**config.mk**
```make
export PLATFORM = sky130hd
export DESIGN_NAME = clause_eval_ctrl_flat
export DESIGN_NICKNAME = d
export VERILOG_FILES = /design/src/rtl/sat_pkg.sv /design/src/rtl/clause_eval_ctrl_if.sv /design/src/rtl/sat_counter.sv /design/src/rtl/clause_eval_ctrl.sv /design/src/flat_wrapper.sv
export SDC_FILE = /design/constraint.sdc
export NUM_CORES = 1
export LEC_CHECK = 0
export ABC_AREA = 1
export CAP_MARGIN = 30
export CORE_MARGIN = 2
export CORE_UTILIZATION = 53
export CTS_CLUSTER_DIAMETER = 100
export CTS_CLUSTER_SIZE = 24
export DETAILED_ROUTE_END_ITERATION = 10
export PLACE_DENSITY = 0.79
export SYNTH_ARGS = -nofsm -noshare
export SYNTH_HDL_FRONTEND = slang
export SYNTH_SLANG_ARGS = --single-unit
```
**constraint.sdc**
```tcl
create_clock -name clk -period 2.33 [get_ports clk]
set_input_delay 0.466 -clock clk [delete_from_list [all_inputs] [get_ports clk]]
set_output_delay 0.466 -clock clk [all_outputs]
set_load 0.1 [all_outputs]
```
**src/rtl/sat_pkg.sv**
```systemverilog
// Shared encodings for the clause-evaluation slice: lit values, free-literal
// count codes, clause status and controller FSM states.
package sat_pkg;

    typedef enum logic [1:0] {
        LIT_FREE     = 2'd0,
        LIT_FALSE    = 2'd1,
        LIT_TRUE     = 2'd2,
        LIT_CONFLICT = 2'd3
    } lit_val_t;

    localparam logic [1:0] FLC_NONE = 2'd0;
    localparam logic [1:0] FLC_ONE  = 2'd1;
    localparam logic [1:0] FLC_MANY = 2'd3;

    typedef enum logic [1:0] {
        CS_UNRESOLVED = 2'd0,
        CS_SAT        = 2'd1,
        CS_UNIT       = 2'd2,
        CS_CONFLICT   = 2'd3
    } clause_status_t;

    typedef enum logic [2:0] {
        ST_IDLE     = 3'd0,
        ST_SETTLE   = 3'd1,
        ST_DECIDE   = 3'd2,
        ST_IMPLY    = 3'd3,
        ST_CONFLICT = 3'd4
    } ctrl_state_t;

    // The chain never produces 2, but if it does it means "two or more".
    function automatic logic [1:0] flc_norm(input logic [1:0] flc);
        logic [1:0] res;
        if (flc == 2'd2) begin
            res = FLC_MANY;
        end else begin
            res = flc;
        end
        return res;
    endfunction

endpackage

```
**src/rtl/clause_eval_ctrl_if.sv**
```systemverilog
// Handshake and lit-row bundle between the BCP controller / lit_cell row and
// one clause evaluation controller.
interface clause_eval_ctrl_if #(
    parameter int CNT_W = 8
);
    import sat_pkg::*;

    logic                 start_i;
    logic                 clr_i;
    logic [1:0]           freelitcnt_i;
    logic                 clausesat_i;
    logic                 imp_ack_i;
    logic                 imp_drv_o;
    logic                 cclause_drv_o;
    logic                 busy_o;
    logic                 done_o;
    clause_status_t       status_o;
    logic [CNT_W-1:0]     imp_cnt_o;

    modport master (
        output start_i, clr_i, freelitcnt_i, clausesat_i, imp_ack_i,
        input  imp_drv_o, cclause_drv_o, busy_o, done_o, status_o, imp_cnt_o
    );

    modport slave (
        input  start_i, clr_i, freelitcnt_i, clausesat_i, imp_ack_i,
        output imp_drv_o, cclause_drv_o, busy_o, done_o, status_o, imp_cnt_o
    );

endinterface

```
**src/rtl/sat_counter.sv**
```systemverilog
// Saturating up-counter with enable; holds at all-ones once reached.
module sat_counter #(
    parameter int W = 8
) (
    input  logic         clk,
    input  logic         rst,
    input  logic         en,
    output logic [W-1:0] cnt_o
);

    localparam logic [W-1:0] CNT_ZERO = {W{1'b0}};
    localparam logic [W-1:0] CNT_ONE  = {{(W-1){1'b0}}, 1'b1};
    localparam logic [W-1:0] CNT_MAX  = {W{1'b1}};

    logic [W-1:0] cnt_r;

    // Count register: increments on enable until saturated.
    always_ff @(posedge clk or negedge rst) begin
        if (!rst) begin
            cnt_r <= CNT_ZERO;
        end else if (en && (cnt_r != CNT_MAX)) begin
            cnt_r <= cnt_r + CNT_ONE;
        end else begin
            cnt_r <= cnt_r;
        end
    end

    assign cnt_o = cnt_r;

endmodule

```
**src/rtl/clause_eval_ctrl.sv**
```systemverilog
// Per-clause evaluation controller: samples the lit_cell chain after a
// broadcast, classifies the clause and drives the implication/conflict strobes.
module clause_eval_ctrl
    import sat_pkg::*;
#(
    parameter int SETTLE_CYC = 1,
    parameter int CNT_W      = 8
) (
    input  logic               clk,
    input  logic               rst,
    clause_eval_ctrl_if.slave  bus
);

    localparam logic [2:0] SETTLE_LOAD = 3'(SETTLE_CYC - 1);

    ctrl_state_t    state_r;
    ctrl_state_t    state_s;
    logic [2:0]     settle_cnt_r;
    logic [2:0]     settle_cnt_s;
    clause_status_t status_r;
    clause_status_t status_s;
    logic           done_r;
    logic           done_s;
    logic           busy_r;
    logic           imp_drv_r;
    logic           cclause_drv_r;
    logic           cnt_en_s;
    logic [CNT_W-1:0] imp_cnt_s;

    // Next-state, classification and counter-enable decode; abort has priority.
    always_comb begin
        state_s      = state_r;
        settle_cnt_s = settle_cnt_r;
        status_s     = status_r;
        done_s       = 1'b0;
        cnt_en_s     = 1'b0;
        if (bus.clr_i) begin
            state_s = ST_IDLE;
        end else begin
            case (state_r)
                ST_IDLE: begin
                    if (bus.start_i) begin
                        state_s      = ST_SETTLE;
                        settle_cnt_s = SETTLE_LOAD;
                    end else begin
                        state_s = ST_IDLE;
                    end
                end
                ST_SETTLE: begin
                    if (settle_cnt_r == 3'd0) begin
                        state_s = ST_DECIDE;
                    end else begin
                        settle_cnt_s = settle_cnt_r - 3'd1;
                    end
                end
                ST_DECIDE: begin
                    if (bus.clausesat_i) begin
                        status_s = CS_SAT;
                        done_s   = 1'b1;
                        state_s  = ST_IDLE;
                    end else begin
                        case (flc_norm(bus.freelitcnt_i))
                            FLC_NONE: begin
                                status_s = CS_CONFLICT;
                                done_s   = 1'b1;
                                state_s  = ST_CONFLICT;
                            end
                            FLC_ONE: begin
                                status_s = CS_UNIT;
                                state_s  = ST_IMPLY;
                            end
                            default: begin
                                status_s = CS_UNRESOLVED;
                                done_s   = 1'b1;
                                state_s  = ST_IDLE;
                            end
                        endcase
                    end
                end
                ST_IMPLY: begin
                    if (bus.imp_ack_i) begin
                        done_s   = 1'b1;
                        cnt_en_s = 1'b1;
                        state_s  = ST_IDLE;
                    end else begin
                        state_s = ST_IMPLY;
                    end
                end
                ST_CONFLICT: begin
                    state_s = ST_CONFLICT;
                end
                default: begin
                    state_s = ST_IDLE;
                end
            endcase
        end
    end

    // State, settle counter and registered outputs derived from the next state.
    always_ff @(posedge clk or negedge rst) begin
        if (!rst) begin
            state_r       <= ST_IDLE;
            settle_cnt_r  <= 3'd0;
            status_r      <= CS_UNRESOLVED;
            done_r        <= 1'b0;
            busy_r        <= 1'b0;
            imp_drv_r     <= 1'b0;
            cclause_drv_r <= 1'b0;
        end else begin
            state_r       <= state_s;
            settle_cnt_r  <= settle_cnt_s;
            status_r      <= status_s;
            done_r        <= done_s;
            busy_r        <= (state_s != ST_IDLE);
            imp_drv_r     <= (state_s == ST_IMPLY);
            cclause_drv_r <= (state_s == ST_CONFLICT);
        end
    end

    sat_counter #(
        .W (CNT_W)
    ) u_imp_cnt (
        .clk   (clk),
        .rst   (rst),
        .en    (cnt_en_s),
        .cnt_o (imp_cnt_s)
    );

    assign bus.imp_drv_o     = imp_drv_r;
    assign bus.cclause_drv_o = cclause_drv_r;
    assign bus.busy_o        = busy_r;
    assign bus.done_o        = done_r;
    assign bus.status_o      = status_r;
    assign bus.imp_cnt_o     = imp_cnt_s;

endmodule

```
**src/flat_wrapper.sv**
```systemverilog
// flat-port wrapper written by rule: the top's interface ports become plain ports
module clause_eval_ctrl_flat import sat_pkg::*;
#(
    parameter int SETTLE_CYC = 1,
    parameter int CNT_W      = 8
)
  (clk, rst, bus_start_i, bus_clr_i, bus_freelitcnt_i, bus_clausesat_i, bus_imp_ack_i, bus_imp_drv_o, bus_cclause_drv_o, bus_busy_o, bus_done_o, bus_status_o, bus_imp_cnt_o);
  clause_eval_ctrl_if #(.CNT_W(CNT_W)) bus_i ();
  input  logic clk;
  input  logic rst;
  input wire logic [$bits(bus_i.start_i)-1:0] bus_start_i;
  input wire logic [$bits(bus_i.clr_i)-1:0] bus_clr_i;
  input wire logic [$bits(bus_i.freelitcnt_i)-1:0] bus_freelitcnt_i;
  input wire logic [$bits(bus_i.clausesat_i)-1:0] bus_clausesat_i;
  input wire logic [$bits(bus_i.imp_ack_i)-1:0] bus_imp_ack_i;
  output wire logic [$bits(bus_i.imp_drv_o)-1:0] bus_imp_drv_o;
  output wire logic [$bits(bus_i.cclause_drv_o)-1:0] bus_cclause_drv_o;
  output wire logic [$bits(bus_i.busy_o)-1:0] bus_busy_o;
  output wire logic [$bits(bus_i.done_o)-1:0] bus_done_o;
  output wire logic [$bits(bus_i.status_o)-1:0] bus_status_o;
  output wire logic [$bits(bus_i.imp_cnt_o)-1:0] bus_imp_cnt_o;
  assign bus_i.start_i = bus_start_i;
  assign bus_i.clr_i = bus_clr_i;
  assign bus_i.freelitcnt_i = bus_freelitcnt_i;
  assign bus_i.clausesat_i = bus_clausesat_i;
  assign bus_i.imp_ack_i = bus_imp_ack_i;
  assign bus_imp_drv_o = bus_i.imp_drv_o;
  assign bus_cclause_drv_o = bus_i.cclause_drv_o;
  assign bus_busy_o = bus_i.busy_o;
  assign bus_done_o = bus_i.done_o;
  assign bus_status_o = bus_i.status_o;
  assign bus_imp_cnt_o = bus_i.imp_cnt_o;
  clause_eval_ctrl #(.SETTLE_CYC(SETTLE_CYC), .CNT_W(CNT_W)) u_core (.clk(clk), .rst(rst), .bus(bus_i));
endmodule
```
Word level (Yosys, flattened, before mapping)
Cells that the tools add are included.
{"block": "totals", "register_bits": 20, "in_bits": 8, "elab_cells": 53}
{"block": "classes", "addsub": 2, "eq_ne": 11, "muxes": 23, "bitwise": 1, "n_reduce_logical": 8}
{"op": "$mux 3", "n": 5}
{"op": "$pmux 3 s5", "n": 1}
{"op": "$mux 2", "n": 6}
{"op": "$pmux 3 s2", "n": 2}
{"op": "$eq 3x2->1 const B", "n": 3}
{"op": "$add 8x1->8 const B", "n": 1}
{"op": "$ne 8x8->1 const B", "n": 1}
{"op": "$mux 1", "n": 7}
{"op": "$eq 3x3->1 const B", "n": 2}
{"op": "$logic_not 3->1", "n": 2}
{"op": "$ne 2x2->1 const B", "n": 2}
{"op": "$pmux 2 s2", "n": 1}
{"op": "$reduce_and 4->1", "n": 1}
{"op": "$eq 3x1->1 const B", "n": 1}
{"op": "$reduce_bool 3->1", "n": 1}
{"op": "$sub 3x1->3 const B", "n": 1}
{"op": "$eq 2x1->1 const B", "n": 1}
{"op": "$eq 2x2->1 const B", "n": 1}
{"op": "$logic_not 2->1", "n": 1}
{"op": "$pmux 1 s2", "n": 1}
{"op": "$reduce_and 2->1", "n": 1}
{"op": "$reduce_bool 2->1", "n": 1}
{"op": "$logic_and 1x1->1", "n": 1}
{"op": "$not 1->1", "n": 1}

Logic depth before layout (Yosys ltp)
Gate-level depths: netlist of the first run.
{"block": "depth", "ltp_word": 11, "ltp_mapped": 10, "ltp_nobuf": 10}

By module
Synthesis of the first run repeated with hierarchy kept, for this count alone.
{"block": "hier_totals", "cells_unflattened": 146, "hier_area_um2": 1137.3}
{"mod": "clause_eval_ctrl", "instances": 1, "cells_each": 83, "area_each_um2": 654.4, "seq_area_each_um2": 300.3}
{"mod": "sat_counter", "instances": 1, "cells_each": 63, "area_each_um2": 483.0, "seq_area_each_um2": 200.2}

Worst setup path after synthesis of the first run
Ideal clock, no wire load.
{"block": "synth_path", "path_type": "register to register", "startpoint": "register u_core.u_imp_cnt.cnt_r[1], in the netlist u_core.u_imp_cnt.cnt_o[1]", "endpoint": "register u_core.u_imp_cnt.cnt_r[7], in the netlist u_core.u_imp_cnt.cnt_o[7]", "arrival_time_ps": 1820, "required_time_ps": 2210, "slack_ps": 390, "stages_incl_launch_ff": 9, "cell_sequence": "dfrtp_1 -> ha_1 -> nand2_1 -> nor2_1 -> nand2_2 -> nand2_4 -> inv_4 -> nand2_1 -> nand2_1"}
{"block": "synth_via", "elab_chain_cells": 2}
{"item": "start: declaration", "line": "sat_counter.sv:15", "source": "logic [W-1:0] cnt_r;"}
{"item": "start signal: assignment", "line": "sat_counter.sv:22", "source": "cnt_r <= cnt_r + CNT_ONE;"}
{"item": "start signal: assignment", "line": "sat_counter.sv:24", "source": "cnt_r <= cnt_r;"}
{"item": "parallel branches: the longest is 2 deep, another holds $add 8x1->8"}
Parallel ways; which one is timed is not known.
A chain may end at the register's enable or synchronous reset.

Final worst setup path of the first run
{"block": "layout_path", "startpoint": "register u_core.u_imp_cnt.cnt_r[2], in the netlist u_core.u_imp_cnt.cnt_o[2]", "endpoint": "output bus_imp_cnt_o[2]"}
{"item": "end: declaration", "line": "flat_wrapper.sv:21", "source": "output wire logic [$bits(bus_i.imp_cnt_o)-1:0] bus_imp_cnt_o;"}
No word-level cell between the ends.

==> run summary, run 1 <==
worst hold path class -> in -> async
Final Net Count -> 177
placed inst area -> 1300 um^2
Power Dens Cells -> 951 nW/um^2
crit path from -> u_core.u_imp_cnt.cnt_o[2]
CP Capture Type -> output pin
final setup margin -> 0.775 ns
DP Worst Slack -> 0.557 ns
share of the clock period used by the worst path -> 0.667
status -> completed
Die H -> 49.2 um
Slew HR -> 0.811
Final ANT Viol Nets -> 0
die area -> 2420 um^2
Core Box Area -> 1940 um^2
setup TNS -> 0 ns
Initial Util -> 0.557
post-synthesis cell count -> 139
number of global-route vias before repair -> 881
starting DRC count in detailed routing -> 11
Largest stage delay, worst path -> 0.46 ns
post-cts resize count -> 0
DR vias/cell -> 4.81
Fillers -> 172
P&R area growth vs syn -> 23.4%
skew final -> 0.00371 ns
worst-path cell chain -> buf_4
CTS H-tree depth -> 1
Chip Width -> 49.2 um
Yosys top cell area share -> 0.462
max cap viols -> 0
drt total wl -> 2130 um
critical path class -> reg -> out
VDD IR-drop max -> 0.723 mV
RSZ-0062 raised after global routing -> false
FMAX -> 643 MHz
CTS tree -> done
Pleak -> 0.751 nW
placer congestion estimate -> 0.765
Synthesized Nets -> 150
hold-fix buffers at CTS -> 0
antenna violations before repair -> 0
CP bufs+invs -> 1
Area contributors post-synth -> dfrtp_1, nand2_1, inv_1, nor2_1, nand3_1
Largest delay share family, worst path -> flip-flops
total gr overflow -> 0
final max-slew violation count -> 0
final hold violation count -> 0
layout cells sized above 1 -> 0.176
Placement Rows -> 16
first-pass GRT wire length -> 3660 um
clk sinks -> 20
Clock Pin Slew Worst Setup and Hold Paths -> 0.11 ns
total iterations of the first detailed-routing run -> 4
Sequential Area -> 500 um^2
Yosys warnings -> 0
average cell area after synthesis -> 7.79 um^2
Startpoint Class -> flop
WP data arrival -> 1.09 ns
CTS Root Cell -> clkbuf_4
Final setup viols -> 0
slowest CP cell -> dfrtp_1
register area share after synthesis -> 0.462
Port Buffers -> 21
worst skew pair latency -> 0.30 ns
final instance area -> 1340 um^2
vias -> 923
Post-CTS Setup Inserts -> 0
largest area contributor in the netlist -> dfrtp_1
library cells used by synthesis -> 20
post-DR wirelength/cell -> 11.1 um
I/O Pins -> 22
post-DP HPWL -> 1700 um
min cycle time layout -> 1.55 ns
worst-margin pin slew -> 0.283 ns
Post-route DRC -> 0
GRT Overall Usage -> 0.198
Mapped Area -> 1080 um^2
cts bufs inserted -> 3
largest net degree at the start of global routing -> 21
multi-input logic area -> 497 um^2
Worst EP required -> 1.86 ns
n_diodes -> 0
clk buf depth -> 2
flops & latches, synth -> 20
Critical Path Fanout Max -> 6
FF-to-FF Start -> u_core.settle_cnt_r[0]
==> worst paths after layout <==
check,end,slack (ns),cells past startpoint
setup / recovery,bus_imp_cnt_o[2],0.78,1
hold / removal,u_core.u_imp_cnt.cnt_o[5],0.48,2
setup reg to reg,u_core.settle_cnt_r[2],0.90,10
hold reg to reg,u_core.settle_cnt_r[0],0.49,1
max in group asynchronous,u_core.settle_cnt_r[1],1.64,2
min in group clk,u_core.settle_cnt_r[0],0.49,1
==> cells in the final DEF, fill, tap and decap left out, types with 3 or more instances in the layout <==
master	netlist	routed
o21ai_0	5	5
nand3_1	9	9
clkbuf_4	0	3
buf_4	0	15
xor2_1	4	4
dfrtp_1	20	20
inv_1	19	19
nand2_1	42	42
clkdlybuf4s50_1	0	7
ha_1	3	3
nor2_1	19	19
==> area by class of cell <==
cell class,count,share of cell area
Sequential cell,20,0.375
Multi-Input combinational cell,97,0.372
Timing Repair Buffer,22,0.137
Inverter,22,0.0637
Clock buffer,4,0.0272
Tap cell,27,0.0253
==> worst register-to-register path, delay by kind of cell, from the launching register on <==
family	cells	cell delay [ns]
buf+inv	3	0.18
compound gates	1	0.09
fa+ha+maj	1	0.14
simple gates	5	0.55
flops	1	0.40
==> metal layers <==
metal	share of wire	track usage	routed length [um]	up-vias
li1	-	-	-	480
met1	0.43	0.222	919	418
met2	0.51	0.363	1100	19
met3	0.034	0.0276	72	6
met4	0.021	0.100	44	0
met5	0	0	0	-
==> cells in the mapped netlist <==
library cell  number
a21o_2             1
a21oi_1            2
dfrtp_1           20
ha_1               3
inv_1             19
inv_2              2
inv_4              1
nand2_1           42
nand2_2            2
nand2_4            1
nand3_1            9
nand3_2            1
nand4_1            2
nor2_1            19
nor3_1             1
nor3_4             2
o21ai_0            5
o21ai_1            1
xnor2_1            2
xor2_1             4
==> power breakdown <==
| group | leakage (nW) | switching [mW] | internal [mW] |
|---|---|---|---|
| logic | 0.463 | 0.456 | 0.152 |
| clock network | 0.0210 | 0.101 | 0.0953 |
| registers | 0.267 | 0.0502 | 0.415 |
==> through the flow <==
step / std cells / utilization / hold slack (ns) / total power [mW]
2_1_floorplan: 139 / - / 0.170 / 0.940
3_3_place_gp: 188 / 0.669 / 0.478 / 1.06
3_5_place_dp: 188 / 0.669 / 0.486 / 1.08
4_1_cts: 192 / 0.688 / 0.495 / 1.28
5_1_grt: 192 / 0.688 / 0.512 / 1.35
6_report: 192 / 0.688 / 0.480 / 1.27
==> cell families (layout without fill, tap and decap cells) <==
family                     count (synthesis)  after routing  share of synthesized area
and+or+nand+nor                           79             79                      0.331
DFF                                       20             20                      0.462
xor gates and xnor gates                   6              6                     0.0486
buffers and inverters                     22             48                     0.0786
adders and majority gates                  3              3                     0.0347
AOI/OAI and AO/OA                          9              9                     0.0451
==> sequential cells by signal, indices dropped and copies added, names as in the netlist <==
| name | flops |
|---|---|
| u_core.bus.busy_o | 1 |
| u_core.bus.cclause_drv_o | 1 |
| u_core.bus.done_o | 1 |
| u_core.bus.imp_drv_o | 1 |
| u_core.bus.status_o | 2 |
| u_core.settle_cnt_r | 3 |
| u_core.state_r | 3 |
| u_core.u_imp_cnt.cnt_o | 8 |
Power figures use the tool's default switching activity.
==> inputs of run 2 (changes only) <==
--- a/config.mk
+++ b/config.mk
@@ -7,12 +7,13 @@
 export LEC_CHECK = 0
 export ABC_AREA = 1
 export CAP_MARGIN = 30
+export CORE_ASPECT_RATIO = 1.75
 export CORE_MARGIN = 2
-export CORE_UTILIZATION = 53
+export CORE_UTILIZATION = 45
 export CTS_CLUSTER_DIAMETER = 100
 export CTS_CLUSTER_SIZE = 24
 export DETAILED_ROUTE_END_ITERATION = 10
-export PLACE_DENSITY = 0.79
+export PLACE_DENSITY = 0.71
 export SYNTH_ARGS = -nofsm -noshare
 export SYNTH_HDL_FRONTEND = slang
 export SYNTH_SLANG_ARGS = --single-unit
==> constraint.sdc (replaced) <==
create_clock -name clk -period 1.3 [get_ports clk]
set_input_delay 0.26 -clock clk [delete_from_list [all_inputs] [get_ports clk]]
set_output_delay 0.26 -clock clk [all_outputs]
set_load 0.1 [all_outputs]
==> run 2 against run 1 <==
Net effect:
- the flow now finishes with violations (negative setup slack)
- hold slack got worse by 0.14 ns
- power is 130% higher
- die area up 17%
- worst setup slack worse by 0.81 ns
- utilization increased by 12 points
- count of clock-buffer cells in the layout is the same
- combinational power grew to 2.6 times the previous value
- flip-flop and latch count did not move
- sequential power is 96% higher
- critical path depth grew 1
- highest routed layer unchanged
==> run summary, run 2 (synthesized netlist as in run 1, its figures left out) <==
Port Buffers -> 21
most frequent cells in the layout -> nand2_1, buf_4, nor2_1
largest net degree at the start of global routing -> 21
CP Capture Point -> bus_imp_cnt_o[3]
worst hold path class -> in -> async
Core Box Area -> 2270 um^2
Critical Path Fanout Max -> 4
non-filler cells, final -> 214
worst-margin pin slew -> 0.302 ns
reg2reg setup slack -> -0.01 ns
share of the clock period used by the worst path -> 1.03
GRT Overall Usage -> 0.239
Final ANT Viol Nets -> 0
total gr overflow -> 0
Power Dens Cells -> 1620 nW/um^2
FF-to-FF Start -> u_core.u_imp_cnt.cnt_o[0]
VDD IR-drop max -> 1.38 mV
CTS tree -> done
number of flip-flops in the largest register -> 8
CTS H-tree depth -> 1
final max-slew violation count -> 0
Placement Rows -> 23
FMAX -> 750 MHz
status -> finished, violations left
reg2reg end -> u_core.u_imp_cnt.cnt_o[5]
crit path from -> u_core.u_imp_cnt.cnt_o[3]
final setup margin -> -0.0325 ns
Startpoint Class -> flop
post-DP HPWL -> 1980 um
RSZ-0062 raised after global routing -> true
worst skew pair latency -> 0.26 ns
post-DR wirelength/cell -> 14.5 um
Final Net Count -> 201
final hold violation count -> 0
DR vias/cell -> 5.20
most common cell after layout, fill and taps aside -> nand2_1
critical path class -> reg -> out
Final setup viols -> 6
Clock Pin Slew Worst Setup and Hold Paths -> 0.08 ns
failing checks -> negative setup slack
WP data arrival -> 1.07 ns
P&R area growth vs syn -> 69.6%
antenna violations before repair -> 0
first-pass GRT wire length -> 4670 um
Inst Count DP -> 194
Post-route DRC -> 0
hold-fix buffers at CTS -> 0
Chip Width -> 41.1 um
vias -> 1112
total iterations of the first detailed-routing run -> 4
layout cells sized above 1 -> 0.423
Worst EP required -> 1.04 ns
max cap viols -> 0
overall power -> 2.98 mW
min cycle time layout -> 1.33 ns
starting DRC count in detailed routing -> 36
CP Capture Type -> output pin
number of global-route vias before repair -> 1144
skew final -> 0.00821 ns
die area -> 2830 um^2
cts bufs inserted -> 3
I/O Pins -> 22
Die H -> 68.9 um
clk sinks -> 20
reg2reg path depth -> 8
drt total wl -> 3110 um
clk buf depth -> 2
n_diodes -> 0
Pleak -> 0.945 nW
Initial Util -> 0.476
CTS Root Cell -> clkbuf_8
placer congestion estimate -> 0.776
Slew HR -> 0.798
## run 2: worst min path at each step
stage,startpoint,to,depth (start not counted)
4_1_cts,rst,u_core.u_imp_cnt.cnt_o[0],2
5_1_grt,rst,u_core.u_imp_cnt.cnt_o[0],2
3_5_place_dp,u_core.settle_cnt_r[1],u_core.settle_cnt_r[1],2
2_1_floorplan,rst,u_core.bus.busy_o,0
6_report,rst,u_core.bus.imp_drv_o,2
3_3_place_gp,u_core.settle_cnt_r[1],u_core.settle_cnt_r[1],2
## run 2: what timing repair did
action,4_1_cts,5_1_grt
gates cloned,1,0
pin swaps,1,12
buffers inserted,3,12
gates resized for setup,2,28
endpoints found under the setup margin,7,16
## run 2: layout make-up
type,count,area (um^2)
multi-input cells,98,588
repair buffers,45,546
flip-flops and latches,20,526
fillers,145,438
inverters,22,90.1
clock buffers,4,55.1
well taps,25,31.3
## run 2: layer usage
metal	track usage	wire, um	vias up
met5	0	0	-
met4	0.146	95	0
met3	0.0417	118	12
met2	0.424	1770	31
met1	0.238	1130	540
li1	-	-	529
## run 2: power by group
group          internal [mW]  switching [mW]
Sequential             0.757           0.153
Combinational          0.653           0.945
Clock                  0.269           0.202
Total                   1.68            1.30
## run 2: through the flow
step	hold slack, ns	setup WS, ns	setup TNS, ns	cell area (um^2)	util
after floorplan	-0.0356	-0.136	-0.935	1120	-
after global placement	0.469	-0.182	-2.02	1570	0.692
after detailed placement	0.478	-0.222	-2.56	1570	0.692
after CTS	0.355	-0.000625	-0.000625	1670	0.733
after global routing	0.383	-0.101	-1.04	1840	0.807
final	0.345	-0.0325	-0.0691	1840	0.807
## run 2: critical path: stages, from the launching register on
cell,delay (ns)
dfrtp_4,0.52
buf_6,0.14
buf_12,0.15
